`src/rtl/conv_pkg.sv`:
```
// Shared definitions for the int4 convolution datapath: pixel width,
// window geometry and the packing of a 3x3 window into a flat 36-bit word.
package conv_pkg;

  localparam int PIX_W    = 4;
  localparam int WIN_K    = 3;
  localparam int WIN_BITS = PIX_W * WIN_K * WIN_K;
  localparam int ACC_W    = 12;

  typedef logic [PIX_W-1:0] pix_t;

  // One window column; index 0 is the oldest row, WIN_K-1 the newest.
  typedef pix_t [WIN_K-1:0] col_t;

  // LSB of element (row i, column j), both 1-based; i=1 is the oldest row,
  // j=1 the oldest column.
  function automatic int win_idx(input int i, input int j);
    return PIX_W * (WIN_K * (i - 1) + (j - 1));
  endfunction

endpackage

```
`src/rtl/cal_linebuf_int4.sv`:
```
// Single-port line buffer for int4 pixels: combinational read and
// synchronous write at the same address, so a read in a write cycle
// returns the old contents (read-before-write).
module cal_linebuf_int4
  import conv_pkg::*;
#(
  parameter int DEPTH = 28,
  parameter int AW    = $clog2(DEPTH)
) (
  input  logic          clk,
  input  logic          we,
  input  logic [AW-1:0] addr,
  input  logic [PIX_W-1:0] wdata,
  output logic [PIX_W-1:0] rdata
);

  pix_t mem [DEPTH];

  assign rdata = mem[addr];

  // Store the incoming pixel at the current column.
  // NOTE: storage arrays get no reset so they map onto plain RAM; the
  // window gating upstream guarantees stale entries are never emitted.
  always_ff @(posedge clk) begin
    if (we) mem[addr] <= wdata;
  end

endmodule

```
`src/rtl/conv_window_gen_3x3.sv`:
```
// Streaming 3x3 window generator for raster-order int4 pixels.
// Two line buffers hold the previous rows; a 3-column register window
// shifts on every accepted pixel and each complete (unpadded) window is
// emitted one cycle after its last pixel.
// Optional build macro WIN_POS_EN adds win_x/win_y, the top-left
// coordinate of the emitted window.
module conv_window_gen_3x3
  import conv_pkg::*;
#(
  parameter int IMG_W = 28,
  parameter int IMG_H = 28
) (
  input  logic                clk,
  input  logic                rst,
  input  logic [PIX_W-1:0]    pix_in,
  input  logic                pix_valid,
  output logic [WIN_BITS-1:0] win_out,
  output logic                win_valid,
  output logic                frame_done
`ifdef WIN_POS_EN
  ,
  output logic [$clog2(IMG_W)-1:0] win_x,
  output logic [$clog2(IMG_H)-1:0] win_y
`endif
);

  localparam int COL_W = $clog2(IMG_W);
  localparam int ROW_W = $clog2(IMG_H);
  localparam logic [COL_W-1:0] COL_LAST = COL_W'(IMG_W - 1);
  localparam logic [ROW_W-1:0] ROW_LAST = ROW_W'(IMG_H - 1);

  logic [COL_W-1:0]    col;
  logic [ROW_W-1:0]    row;
  pix_t                lb0_rd;
  pix_t                lb1_rd;
  logic                lb_we;
  col_t                win_c1, win_c2, win_c3;
  col_t                new_col;
  logic [WIN_BITS-1:0] win_next;
  logic                emit;
  logic                last_pix;

  // Line buffers never write while reset is held.
  assign lb_we = pix_valid & ~rst;

  // lb0 carries row r-1; lb1 is fed from lb0's old contents and carries r-2.
  cal_linebuf_int4 #(.DEPTH(IMG_W)) u_lb0 (
    .clk   (clk),
    .we    (lb_we),
    .addr  (col),
    .wdata (pix_in),
    .rdata (lb0_rd)
  );

  cal_linebuf_int4 #(.DEPTH(IMG_W)) u_lb1 (
    .clk   (clk),
    .we    (lb_we),
    .addr  (col),
    .wdata (lb0_rd),
    .rdata (lb1_rd)
  );

  // Assemble the incoming column and the packed window it completes.
  // NOTE: every always_comb output gets a default first so no path can
  // leave it unassigned and infer a latch.
  always_comb begin
    new_col    = '0;
    win_next   = '0;
    new_col[0] = lb1_rd;
    new_col[1] = lb0_rd;
    new_col[2] = pix_in;
    for (int i = 1; i <= WIN_K; i++) begin
      win_next[win_idx(i, 1) +: PIX_W] = win_c2[i-1];
      win_next[win_idx(i, 2) +: PIX_W] = win_c3[i-1];
      win_next[win_idx(i, 3) +: PIX_W] = new_col[i-1];
    end
  end

  assign emit     = pix_valid && (row >= ROW_W'(2)) && (col >= COL_W'(2));
  assign last_pix = (row == ROW_LAST) && (col == COL_LAST);

  // Raster position of the pixel being accepted; wraps at end of frame.
  // NOTE: state registers use non-blocking assignments so every flop
  // samples the pre-edge value of every other flop.
  always_ff @(posedge clk) begin
    if (rst) begin
      col <= '0;
      row <= '0;
    end else if (pix_valid) begin
      if (col == COL_LAST) begin
        col <= '0;
        row <= (row == ROW_LAST) ? '0 : row + ROW_W'(1);
      end else begin
        col <= col + COL_W'(1);
      end
    end
  end

  // Shift the window on each pixel and register the emitted window.
  always_ff @(posedge clk) begin
    if (rst) begin
      win_c1     <= '0;
      win_c2     <= '0;
      win_c3     <= '0;
      win_out    <= '0;
      win_valid  <= 1'b0;
      frame_done <= 1'b0;
`ifdef WIN_POS_EN
      win_x      <= '0;
      win_y      <= '0;
`endif
    end else begin
      win_valid  <= emit;
      frame_done <= emit && last_pix;
      if (pix_valid) begin
        win_c1 <= win_c2;
        win_c2 <= win_c3;
        win_c3 <= new_col;
      end
      if (emit) begin
        win_out <= win_next;
`ifdef WIN_POS_EN
        win_x   <= col - COL_W'(2);
        win_y   <= row - ROW_W'(2);
`endif
      end
    end
  end

endmodule

```
`config.mk`:
```
export PLATFORM = sky130hd
export DESIGN_NAME = conv_window_gen_3x3
export DESIGN_NICKNAME = d
export VERILOG_FILES = /design/src/rtl/conv_pkg.sv /design/src/rtl/cal_linebuf_int4.sv /design/src/rtl/conv_window_gen_3x3.sv
export SDC_FILE = /design/constraint.sdc
export NUM_CORES = 1
export LEC_CHECK = 0
export ABC_AREA = 1
export BUFFER_PORTS_ARGS = -buffer_cell sky130_fd_sc_hd__buf_2
export CORE_UTILIZATION = 55
export DETAILED_ROUTE_END_ITERATION = 10
export PLACE_DENSITY_LB_ADDON = 0.05
export REMOVE_ABC_BUFFERS = 1
export SETUP_SLACK_MARGIN = 0.5
export SLEW_MARGIN = 20
export SYNTH_ARGS = -nofsm -noshare
export SYNTH_HDL_FRONTEND = slang
export SYNTH_SLANG_ARGS = --single-unit
```
`constraint.sdc`:
```
create_clock -name clk -period 2 [get_ports clk]
set_clock_uncertainty 0.15 [all_clocks]
set_input_delay 0.4 -clock clk [delete_from_list [all_inputs] [get_ports clk]]
set_output_delay 0.4 -clock clk [all_outputs]
set_load 0.02 [all_outputs]
```
Word-level counts from Yosys, hierarchy flattened
Memories as Yosys holds them, arrays and structs flattened. A register that Yosys moved wholly into a read port is not among the register bits.
Index checks and enable logic that the tools add are counted.
{ "op_classes": {"add_sub_neg": 2, "order_cmp": 2, "eq_ne": 2, "n_mux": 8, "bitwise_logic": 2, "n_reduce_logical": 5} }
{ "ops": {"columns": ["cell", "count"], "rows": [
  ["$mux 5", 6],
  ["$add 5x1->5 const B", 2],
  ["$eq 5x5->1 const B", 2],
  ["$ge 5x2->1 const B", 2],
  ["$logic_and 1x1->1", 4],
  ["$mux 1", 2],
  ["$reduce_and 2->1", 1],
  ["$and 1x1->1", 1],
  ["$not 1->1", 1]
]} }
{ "totals": {"reg_bits": 72, "ram_bits": 224, "input_bits": 7, "out_inout_bits": 38, "elab_cells": 34, "mem_count": 2} }
{ "mem_list": {"columns": ["name", "words", "width", "rd", "rd_ports_with_merged_regs", "write_ports", "line", "source"], "rows": [
  ["u_lb0.mem", 28, 4, 1, 1, 1, "cal_linebuf_int4.sv:17", "pix_t mem [DEPTH];"],
  ["u_lb1.mem", 28, 4, 1, 1, 1, "cal_linebuf_int4.sv:17", null]
]} }

Logic depth before layout (Yosys ltp)
{ "logic_depth": {"word_depth": 4, "ltp_mapped": 12, "mapped_depth_nobuf": 11} }

By module
A second synthesis with hierarchy kept.
{ "unflattened": {"hier_cells": 1375, "hier_area_um2": 12569.6} }
{ "by_module_without_submodules": {"columns": ["mod", "instances", "cells_per_inst", "area_per_inst_um2", "seq_area_each_um2"], "rows": [
  ["cal_linebuf_int4", 2, 480, 4815.9, 3363.2],
  ["conv_window_gen_3x3", 1, 415, 2937.8, 1441.4]
]} }

Least setup slack after synthesis
No wires, ideal clock.
{ "synth_timing": {"path_kind": "in2reg", "startpoint": "input port pix_valid", "endpoint": "memory u_lb0.mem[0][0] (netlist bit) (enable)", "setup_time_ns": 0.370, "t_arrival_ns": 1.444, "t_required_ns": 1.480, "slack_ns": 0.036, "stages": 5, "n_path_buf": 1, "path_cell_list": "buf_4 -> clkinv_1 -> nor2_1 -> nand2_1 -> nor2_1"} }
{ "synth_via": {"elab_chain_cells": 3} }
{ "synth_rtl": {"columns": ["item", "line", "source"], "rows": [
  ["start: declaration", "conv_window_gen_3x3.sv:16", "input logic pix_valid,"],
  ["$and 1x1->1", "conv_window_gen_3x3.sv:44", "assign lb_we = pix_valid & ~rst;"],
  ["$mux 1", "cal_linebuf_int4.sv:25", "if (we) mem[addr] <= wdata;"],
  ["$mux 1 (not written as such)", "cal_linebuf_int4.sv:25", null],
  ["end: declaration", "cal_linebuf_int4.sv:17", null]
]} }
Every way passes these cells.

==> summary.md <==
| Metric | Value |
|---|---|
| Register bit total from synthesis | `301` |
| Deepest clock path buffer count | `3` |
| Reg power frac | `0.511` |
| CTS Root Cell | `clkbuf_16` |
| Die height | `151 um` |
| Unrepaired setup endpoints after global routing | `yes` |
| Number of global-route vias before repair | `8266` |
| Int Pwr | `10400 uW` |
| CTS Sinks | `301` |
| Area after DPL | `13300 um2` |
| Fin crit period | `1950 ps` |
| Core area | `21800 um2` |
| Vias/cell | `5.45` |
| H-tree Lvls | `1` |
| TritonCTS Buffers | `30` |
| Synthesis Warnings | `0` |
| DR WL/cell | `18.7 um` |
| Top-count cell post-synth | `nand2_1` |
| CP required | `2140 ps` |
| Element type at the critical path end | `flop` |
| Worst VDD drop | `683 uV` |
| Final nets | `1333` |
| Hold_buf cts | `0` |
| Die X | `151 um` |
| DRC | `0` |
| Syn Area/Cell | `10.1 um2` |
| Final setup viols | `0` |
| DIE AREA | `22800 um2` |
| Gpl congestion | `0.838` |
| Power density cells | `907 nW/um2` |
| # IOs | `45` |
| Post-DRT Antenna Nets | `0` |
| Iteration-0 DRC Markers | `650` |
| Top cells by count, synth | `371 x nand2_1, 224 x edfxtp_1, 146 x nand3_1` |
| First-pass GRT wire length | `46100 um` |
| Global route overflow | `0` |
| Crit-path slowest cell | `dfxtp_4` |
| Worst-path clk slew | `60 ps` |
| Largest stage delay on the critical path | `450 ps` |
| Seq/Total Area, Yosys | `0.677` |
| Syn Inst Count | `1206` |
| Total track usage | `0.272` |
| Fin crit share | `0.976` |
| Critical Path Start Type | `flop` |
| Fillers | `1670` |
| Outcome | `finished clean` |
| Setup Crit Path Kind | `reg2reg` |
| Clk_lat worst skew | `550 ps` |
| Pin count of the biggest net entering global routing | `57` |
| Sw Ratio | `0.230` |
| Largest cells by area after synthesis | `edfxtp_1 55%, dfxtp_1 13%, nand2_1 11%` |
| Clock power share | `0.395` |
| Share of layout cells above drive strength 1 | `0.197` |
| DR pass1 iterations | `6` |
| Async SR Flop Fraction | `0` |
| Max Slew Vio Count | `0` |
| Area Overhead vs Synth | `21.6%` |
| Post-synth cell types | `29` |
| Most used cell, CP | `nand2_1` |
| Leakage power | `0.00607 uW` |
| Final Hold Viols | `0` |
| Largest area contributor in the netlist | `edfxtp_1` |
| Most used DFF post-synth | `edfxtp_1` |
| NetSw | `3090 uW` |
| TritonCTS clock tree | `built` |
| Number of flops mapped to enable cells by yosys | `224` |
| Tot Pwr | `13500 uW` |
| Maxcap violations | `0` |
| Area share of the leading cell type in the synthesized netlist | `0.551` |
| Final TNS setup | `0 ps` |
| Final wirelength | `30400 um` |
| Port Buffers | `44` |
| Design Area, Final | `14900 um2` |
| Initial antenna violation count | `0` |
| FP Rows | `54` |
| Max-slew headroom | `0.550` |
| Highest Clock Rate | `512 MHz` |
| Dpl hpwl | `18400 um` |
| Via count | `8845` |
| Slew at the pin closest to its max-slew limit | `675 ps` |
| Crit Path Max Fanout | `16` |
| Data arrival time of the worst path | `2100 ps` |
| Crit path buffers/inverters | `3` |
| Ant. Diodes | `0` |
| Initial core utilization | `0.560` |
| CP cell instances | `buf_4, buf_16, nand2_1, nand3_1, nand3_1, nand2_1, nand2_1, nand3_2, nand2_4, buf_8` |
| Logic pwr share | `0.094` |
| Tightest Hold Check Type | `in2reg` |
| Hold path start | `pix_in[1]` |
| Synthesized area | `12200 um2` |
| Cell family with most CP delay | `simple AND/OR/NAND/NOR gates` |
worst register-to-register path: stages (launching register included):
cell	delay (ps)
dfxtp_4	450
buf_4	180
buf_16	150
nand2_1	80
nand3_1	80
nand3_1	70
nand2_1	80
nand2_1	80
nand3_2	140
nand2_4	90
buf_8	150
path summary, 6_finish.rpt:
| kind | to | slack [ps] | depth (start not counted) |
|---|---|---|---|
| setup / recovery | u_lb1.mem[18][1] | 50 | 10 |
| hold / removal | u_lb0.mem[4][1] | 150 | 2 |
| setup reg to reg | u_lb1.mem[18][1] | 50 | 10 |
| hold reg to reg | win_out[27] | 310 | 2 |
metal layers:
metal | share of wire | GRT usage | wire length, um
met1 | 0.43 | 0.389 | 13000
met2 | 0.48 | 0.438 | 14700
met3 | 0.068 | 0.0364 | 2060
met4 | 0.021 | 0.0735 | 624
met5 | 0 | 0 | 0
stage by stage:
step	std cells	hold slack [ps]	util	worst slack (ps)
finish	1622	146	0.681	47.2
global route	1622	132	0.681	-47.9
CTS	1620	128	0.670	81.0
detailed placement	1551	304	0.609	11.9
global placement	1551	299	0.609	27.0
floorplan	1140	281	-	-2850
flip-flops by register name, indices dropped and copies added (netlist names), named ones only:
signal and cells:
win_out 36, u_lb0.mem 112, u_lb1.mem 112, win_c3 12, frame_done 1, row 5
win_valid 1, col 5, win_c2 12
power groups by stage:
stage	clock, uW	combinational (uW)	sequential, uW
floorplan	0	482	7050
global placement	0	1030	7000
detailed placement	0	1040	7010
CTS	5400	1220	6880
global route	5680	1370	6880
finish	5320	1260	6880
logic make-up after synthesis:
group                      synth area share
xor gates and xnor gates            0.00215
buffers and inverters                0.0558
adders and majority gates           0.00615
and+or+nand+nor                       0.213
DFF                                   0.677
AOI/OAI and AO/OA                    0.0459
cell usage in the layout (no fill, tap or decap), types with 2 or more instances in the layout:
cell,n
clkbuf_1,7
nor2_1,95
nand2_1,351
dfxtp_1,68
ha_1,3
a21oi_1,46
bufinv_16,2
o21a_1,4
buf_16,2
edfxtp_1,224
o21ai_1,13
nand2_4,5
buf_12,16
ha_4,3
nor2_2,2
dfxtp_2,5
nand3_1,131
a21oi_2,4
inv_4,2
inv_2,9
inv_1,78
o21ai_0,36
xor2_1,3
or2_2,2
buf_2,44
nand4_1,2
buf_4,67
bufbuf_16,4
clkinv_2,4
nand3_2,16
buf_6,13
nand2_2,16
o211ai_1,3
clkinv_1,11
clkbuf_16,32
dfxtp_4,4
nor2_4,3
cell type report:
cell class	instances	area, um2	share of cell area
sequential	301	8290	0.558
multi-input combinational	746	3510	0.236
timing repair buffer	148	1420	0.0953
clock buffer	38	802	0.0540
inverter	93	367	0.0247
tap	280	350	0.0236
clock inverter	16	121	0.00817
timing repair:
item,CTS,global route
resized for setup,48,67
pin swaps,9,15
cloned,9,1
buffers inserted,6,1
setup endpoints to repair,430,431
Power figures use the tool's default switching activity.
